--- src/rtl/pir_display_ctrl.sv ---
// Purpose : presence-driven display sequencer; syncs/debounces the PIR input and fades the picture in/out frame-locked.
// Latency : PIR edge -> led after SYNC_STAGES+DEBOUNCE_CYCLES clocks; led -> state/outputs one clock later.
// Backpressure: none; frame_start is a free-running strobe and every output is a register sampled by vga_sync.
//
// Ports:
//   clk_148Mhz  - pixel clock, all logic on its rising edge
//   reset       - asynchronous active-low reset
//   pir_signal  - raw PIR sensor level, asynchronous to clk_148Mhz
//   frame_start - one-cycle pulse at the first blanking line of each frame
//   display_en  - 1 = picture may be shown, 0 = force black
//   fade_level  - brightness scale 0 (black) .. 15 (full)
//   led         - debounced presence indicator
//   state_dbg   - current state encoding (0 IDLE, 1 FADE_IN, 2 ACTIVE, 3 HOLD, 4 FADE_OUT)
module pir_display_ctrl #(
  parameter int SYNC_STAGES      = 2,
  parameter int DEBOUNCE_CYCLES  = 1_480_000,
  parameter int HOLD_FRAMES      = 300,
  parameter int FADE_STEP_FRAMES = 4
) (
  input  logic       clk_148Mhz,
  input  logic       reset,
  input  logic       pir_signal,
  input  logic       frame_start,
  output logic       display_en,
  output logic [3:0] fade_level,
  output logic       led,
  output logic [2:0] state_dbg
);

  localparam logic [2:0] ST_IDLE     = 3'd0;
  localparam logic [2:0] ST_FADE_IN  = 3'd1;
  localparam logic [2:0] ST_ACTIVE   = 3'd2;
  localparam logic [2:0] ST_HOLD     = 3'd3;
  localparam logic [2:0] ST_FADE_OUT = 3'd4;

  // Counter widths are kept at least one bit so the degenerate parameter
  // values (1 cycle / 1 frame) still elaborate.
  localparam int DB_W = (DEBOUNCE_CYCLES > 1) ? $clog2(DEBOUNCE_CYCLES) : 1;
  localparam int HD_W = $clog2(HOLD_FRAMES + 1);
  localparam int SP_W = (FADE_STEP_FRAMES > 1) ? $clog2(FADE_STEP_FRAMES) : 1;

  localparam logic [DB_W-1:0] DB_LAST   = DB_W'(DEBOUNCE_CYCLES - 1);
  localparam logic [HD_W-1:0] HOLD_LAST = HD_W'(HOLD_FRAMES - 1);
  localparam logic [SP_W-1:0] STEP_LAST = SP_W'(FADE_STEP_FRAMES - 1);

  logic [SYNC_STAGES-1:0] sync_q;
  logic                   pir_sync;
  logic                   pir_stable;
  logic [DB_W-1:0]        db_cnt;
  logic                   motion;

  logic [2:0]             state;
  logic [SP_W-1:0]        step_cnt;
  logic [HD_W-1:0]        hold_cnt;
  logic                   tick;

  // ---------------------------------------------------------------------------
  // Synchroniser: pir_signal shifts in at bit 0, pir_sync is the oldest stage.
  // ---------------------------------------------------------------------------
  always_ff @(posedge clk_148Mhz or negedge reset) begin
    if (!reset) begin
      sync_q <= '0;
    end else begin
      sync_q <= {sync_q[SYNC_STAGES-2:0], pir_signal};
    end
  end

  assign pir_sync = sync_q[SYNC_STAGES-1];

  // ---------------------------------------------------------------------------
  // Debounce: a new level must be seen on DEBOUNCE_CYCLES consecutive clocks.
  // Any return to the stable level restarts the count, so short pulses vanish.
  // ---------------------------------------------------------------------------
  always_ff @(posedge clk_148Mhz or negedge reset) begin
    if (!reset) begin
      db_cnt     <= '0;
      pir_stable <= 1'b0;
    end else if (pir_sync == pir_stable) begin
      db_cnt <= '0;
    end else if (db_cnt == DB_LAST) begin
      pir_stable <= pir_sync;
      db_cnt     <= '0;
    end else begin
      db_cnt <= db_cnt + 1'b1;
    end
  end

  assign led    = pir_stable;
  assign motion = pir_stable;

  // A fade step happens on every FADE_STEP_FRAMES-th frame_start seen in a fade state.
  assign tick = frame_start && (step_cnt == STEP_LAST);

  // ---------------------------------------------------------------------------
  // Frame-locked sequencer. Motion is always checked before frame_start so a
  // change of presence wins over a coincident tick or hold expiry.
  // ---------------------------------------------------------------------------
  always_ff @(posedge clk_148Mhz or negedge reset) begin
    if (!reset) begin
      state      <= ST_IDLE;
      fade_level <= 4'd0;
      display_en <= 1'b0;
      step_cnt   <= '0;
      hold_cnt   <= '0;
    end else begin
      case (state)
        ST_IDLE: begin
          fade_level <= 4'd0;
          display_en <= 1'b0;
          step_cnt   <= '0;
          hold_cnt   <= '0;
          if (motion) begin
            state      <= ST_FADE_IN;
            display_en <= 1'b1;
          end
        end

        ST_FADE_IN: begin
          display_en <= 1'b1;
          if (!motion) begin
            state    <= ST_FADE_OUT;
            step_cnt <= '0;
          end else if (frame_start) begin
            if (tick) begin
              step_cnt <= '0;
              // Saturate at 15; reaching full brightness ends the fade.
              if (fade_level >= 4'd14) begin
                fade_level <= 4'd15;
                state      <= ST_ACTIVE;
              end else begin
                fade_level <= fade_level + 4'd1;
              end
            end else begin
              step_cnt <= step_cnt + 1'b1;
            end
          end
        end

        ST_ACTIVE: begin
          fade_level <= 4'd15;
          display_en <= 1'b1;
          step_cnt   <= '0;
          if (!motion) begin
            state    <= ST_HOLD;
            hold_cnt <= '0;
          end
        end

        ST_HOLD: begin
          display_en <= 1'b1;
          if (motion) begin
            state    <= ST_ACTIVE;
            hold_cnt <= '0;
          end else if (frame_start) begin
            if (hold_cnt == HOLD_LAST) begin
              state    <= ST_FADE_OUT;
              hold_cnt <= '0;
              step_cnt <= '0;
            end else begin
              hold_cnt <= hold_cnt + 1'b1;
            end
          end
        end

        ST_FADE_OUT: begin
          display_en <= 1'b1;
          if (motion) begin
            // Resume fading in from wherever the level currently is.
            state    <= ST_FADE_IN;
            step_cnt <= '0;
          end else if (frame_start) begin
            if (tick) begin
              step_cnt <= '0;
              // Saturate at 0; the step that lands on black also blanks the output.
              if (fade_level <= 4'd1) begin
                fade_level <= 4'd0;
                state      <= ST_IDLE;
                display_en <= 1'b0;
              end else begin
                fade_level <= fade_level - 4'd1;
              end
            end else begin
              step_cnt <= step_cnt + 1'b1;
            end
          end
        end

        default: begin
          // Unused encodings fall back to a blank IDLE.
          state      <= ST_IDLE;
          fade_level <= 4'd0;
          display_en <= 1'b0;
          step_cnt   <= '0;
          hold_cnt   <= '0;
        end
      endcase
    end
  end

  assign state_dbg = state;

endmodule

--- config.mk ---
export PLATFORM = sky130hd
export DESIGN_NAME = pir_display_ctrl
export DESIGN_NICKNAME = d
export VERILOG_FILES = /design/src/rtl/pir_display_ctrl.sv
export SDC_FILE = /design/constraint.sdc
export NUM_CORES = 1
export LEC_CHECK = 0
export CAP_MARGIN = 10
export CORE_MARGIN = 2
export CORE_UTILIZATION = 58
export CTS_CLUSTER_DIAMETER = 80
export CTS_CLUSTER_SIZE = 10
export DETAILED_ROUTE_END_ITERATION = 12
export GPL_ROUTABILITY_DRIVEN = 0
export PLACE_DENSITY = 0.83
export SETUP_SLACK_MARGIN = 0.5
export SKIP_LAST_GASP = 1
export SLEW_MARGIN = 40
export SYNTH_ARGS = -nofsm -noshare
export SYNTH_HDL_FRONTEND = slang
export SYNTH_SLANG_ARGS = --single-unit
--- constraint.sdc ---
create_clock -name clk_148Mhz -period 2.61 [get_ports clk_148Mhz]
set_input_delay 0.261 -clock clk_148Mhz [delete_from_list [all_inputs] [get_ports clk_148Mhz]]
set_output_delay 0.261 -clock clk_148Mhz [all_outputs]
set_load 0.02 [all_outputs]
==> impl_metrics.ini <==
[run_status]
status = finished clean

[cells_and_area]
fin_nets = 281
drive_gt1_frac = 0.118
diodes = 0
fin_area_sq_um = 2720
instances_no_fill = 321
utilization = 0.676
syn_to_final_growth_pct = 11.5

[synth]
synth_largest_area_cell = dfrtp_1
synth_edf_count = 0
ys_async_sr_fraction = 1.00
netlist_instances = 258
synth_area_per_cell_sq_um = 9.47
synth_seq_cells = 43
synth_fp_nets = 269
ys.warnings.count = 0
ys_seq_area_frac = 0.441
synthTopCellsByArea = dfrtp_1, nor2_1, xnor2_1
synth_flop_cell = dfrtp_1
yosys.area.top_type_share = 0.441
synth.distinct_cells = 54
synth_area_sq_um = 2440

[floorplanning]
core_sq_um = 4030
rows = 23
pin_count = 13
dieWidth_um = 68.9
dieHeight_um = 68.9
die_area_sq_um = 4750
start_util = 0.606

[cts]
htree_levels = 2
cts_sinks = 43
clk_latency_ps = 300
path_clk_slew_ps = 80
clockBufferDepth = 2
cts_root_buf = clkbuf_8
cts_tree = built
cts_buffers = 5
post_cts_buffers = 0

[timing]
min_period_over_period = 0.770
rsz0062_at_grt = no
whs_ps = 344
worst_slew_pin_slew_ps = 560
hold_viol = 0
worst_slack_ps = 601
setup_violations = 0
fin_crit_ps = 2010
setup-tns-final_ps = 0
report.final.slew_viol_count = 0
skew_ps = 13.3
fmax_mhz = 498
slew-limit-headroom = 0.625

[setup_path]
startpoint_type = flop
r2r-end = state_dbg[0]
cp_max_fo = 8
worst_setup_path_end_kind = flop
slowest_stage = dfrtp_2
cpPeakStageDelay_ps = 440
path_cells = inv_1 -> ha_1 -> o211a_1 -> nor2b_1 -> o32a_1 -> o21ai_2 -> mux2_2
path_buf_inv = 1
cp.arrival_ps = 2200
r2r_cells = 7
crit_family = compound AO/OA/AOI/OAI gates
r2r_slack_ps = 600
reg2reg_from = fade_level[0]
critPathKind = flop to flop
cp.required_ps = 2800

[routing]
wl_per_cell_um = 15.9
initialDrtViolationCount = 298
drt_pass1_iterations = 4
via_per_inst = 6.17
vias = 1982
drc = 0
finalWirelength_um = 5100
ant_nets = 0

[power]
power_mw = 1.12
ir_drop_v = 0.000366
power_density_nw_per_um2 = 410
leakage_nw = 1.12

[hold_path]
hold_depth = 0
min_to = sync_q[1]
min-delay-start = sync_q[0]
hp-class = flop to flop

[global_routing]
antenna_found_initial = 0
grt_max_degree = 44
grt_pass1_vias = 1902
grt_pass1_wl_um = 8530
track_usage = 0.243
grt_overflow = 0

[placement]
postPlaceCellArea_sq_um = 2590
dp_hpwl_um = 3450
preCtsSetupSlack_ps = 363
port_buffers = 12
place_inst = 312

[run]
drv_cap = 0
==> power by group <==
group | internal, mW | switching [mW]
combinational | 0.0104 | 0.0234
clock | 0.188 | 0.219
sequential | 0.671 | 0.00461
total | 0.869 | 0.247
==> cell usage after synthesis, drive strengths merged, types with 3 or more instances <==
cell type / count
clkbuf: 6
ha: 7
nand4: 7
o31ai: 6
mux2: 4
and4: 4
nor2: 41
xor2: 12
o21ai: 12
nor2b: 5
xnor2: 14
dfrtp: 43
buf: 5
nand2: 13
and3: 5
inv: 6
nor3: 10
nand3: 11
a21oi: 7
nand2b: 3
==> how the worst max path moves through the flow <==
stage / end / cells past startpoint / startpoint
6_report: state_dbg[0] / 7 / fade_level[0]
3_5_place_dp: hold_cnt[3] / 6 / frame_start
4_1_cts: fade_level[2] / 4 / state_dbg[2]
5_1_grt: state_dbg[0] / 7 / fade_level[0]
2_1_floorplan: state_dbg[0] / 7 / fade_level[0]
3_3_place_gp: hold_cnt[8] / 6 / frame_start
==> sequential cells by signal, summed over array words and instances, names as in the netlist <==
register	count
step_cnt	2
led	1
display_en	1
hold_cnt	9
db_cnt	21
fade_level	4
state_dbg	3
sync_q	2
==> metal layers <==
| metal | share of wire | track usage | wire length [um] |
|---|---|---|---|
| met5 | 0 | 0 | 0 |
| met4 | 0.0077 | 0.0760 | 39 |
| met3 | 0.049 | 0.0552 | 251 |
| met2 | 0.50 | 0.407 | 2570 |
| met1 | 0.44 | 0.314 | 2240 |
==> repair_timing <==
action / CTS / global route
endpoints found under the hold margin: 43 / 0
resized for setup: 3 / 8
endpoints found under the setup margin: 24 / 35
hold buffers: 1 / 0
==> cell type report <==
cell class	instances	area, sq um
Timing Repair Buffer	16	150
Fill cell	326	1310
Inverter	6	22.5
Sequential cell	43	1080
Clock buffer	7	76.3
Multi-Input combinational cell	198	1330
Tap cell	50	62.6
Clock inverter	1	5.00
==> cell families (layout without fill, tap and decap cells) <==
| logic type | Yosys count | after routing | share of synthesized area |
|---|---|---|---|
| muxes | 5 | 5 | 0.0225 |
| AOI/OAI and AO/OA | 43 | 43 | 0.123 |
| buffers and inverters | 17 | 30 | 0.0307 |
| DFF | 43 | 43 | 0.441 |
| xor gates and xnor gates | 26 | 26 | 0.0932 |
| and+or+nand+nor | 117 | 117 | 0.254 |
| adders and majority gates | 7 | 7 | 0.0359 |
==> cell usage in the layout, fill, tap and decap left out, types with 2 or more instances in the layout <==
master,count
nor2b_1,5
nor3_1,10
nor2_2,2
and3_1,5
clkdlybuf4s50_1,11
mux2_2,4
nor2_1,39
o2bb2ai_1,2
nor4_2,2
a211oi_1,2
ha_1,7
xnor2_1,14
and4_1,4
a21oi_2,2
nand2_1,13
nand3_1,11
clkbuf_8,5
buf_4,4
o21ai_0,11
xor2_1,12
nand4b_1,2
nand2b_1,2
dfrtp_1,39
nand4_1,7
dfrtp_2,4
inv_1,6
a21oi_1,5
o31ai_1,5
a32oi_1,2
clkbuf_1,2
(Power assumes the default switching activity.)
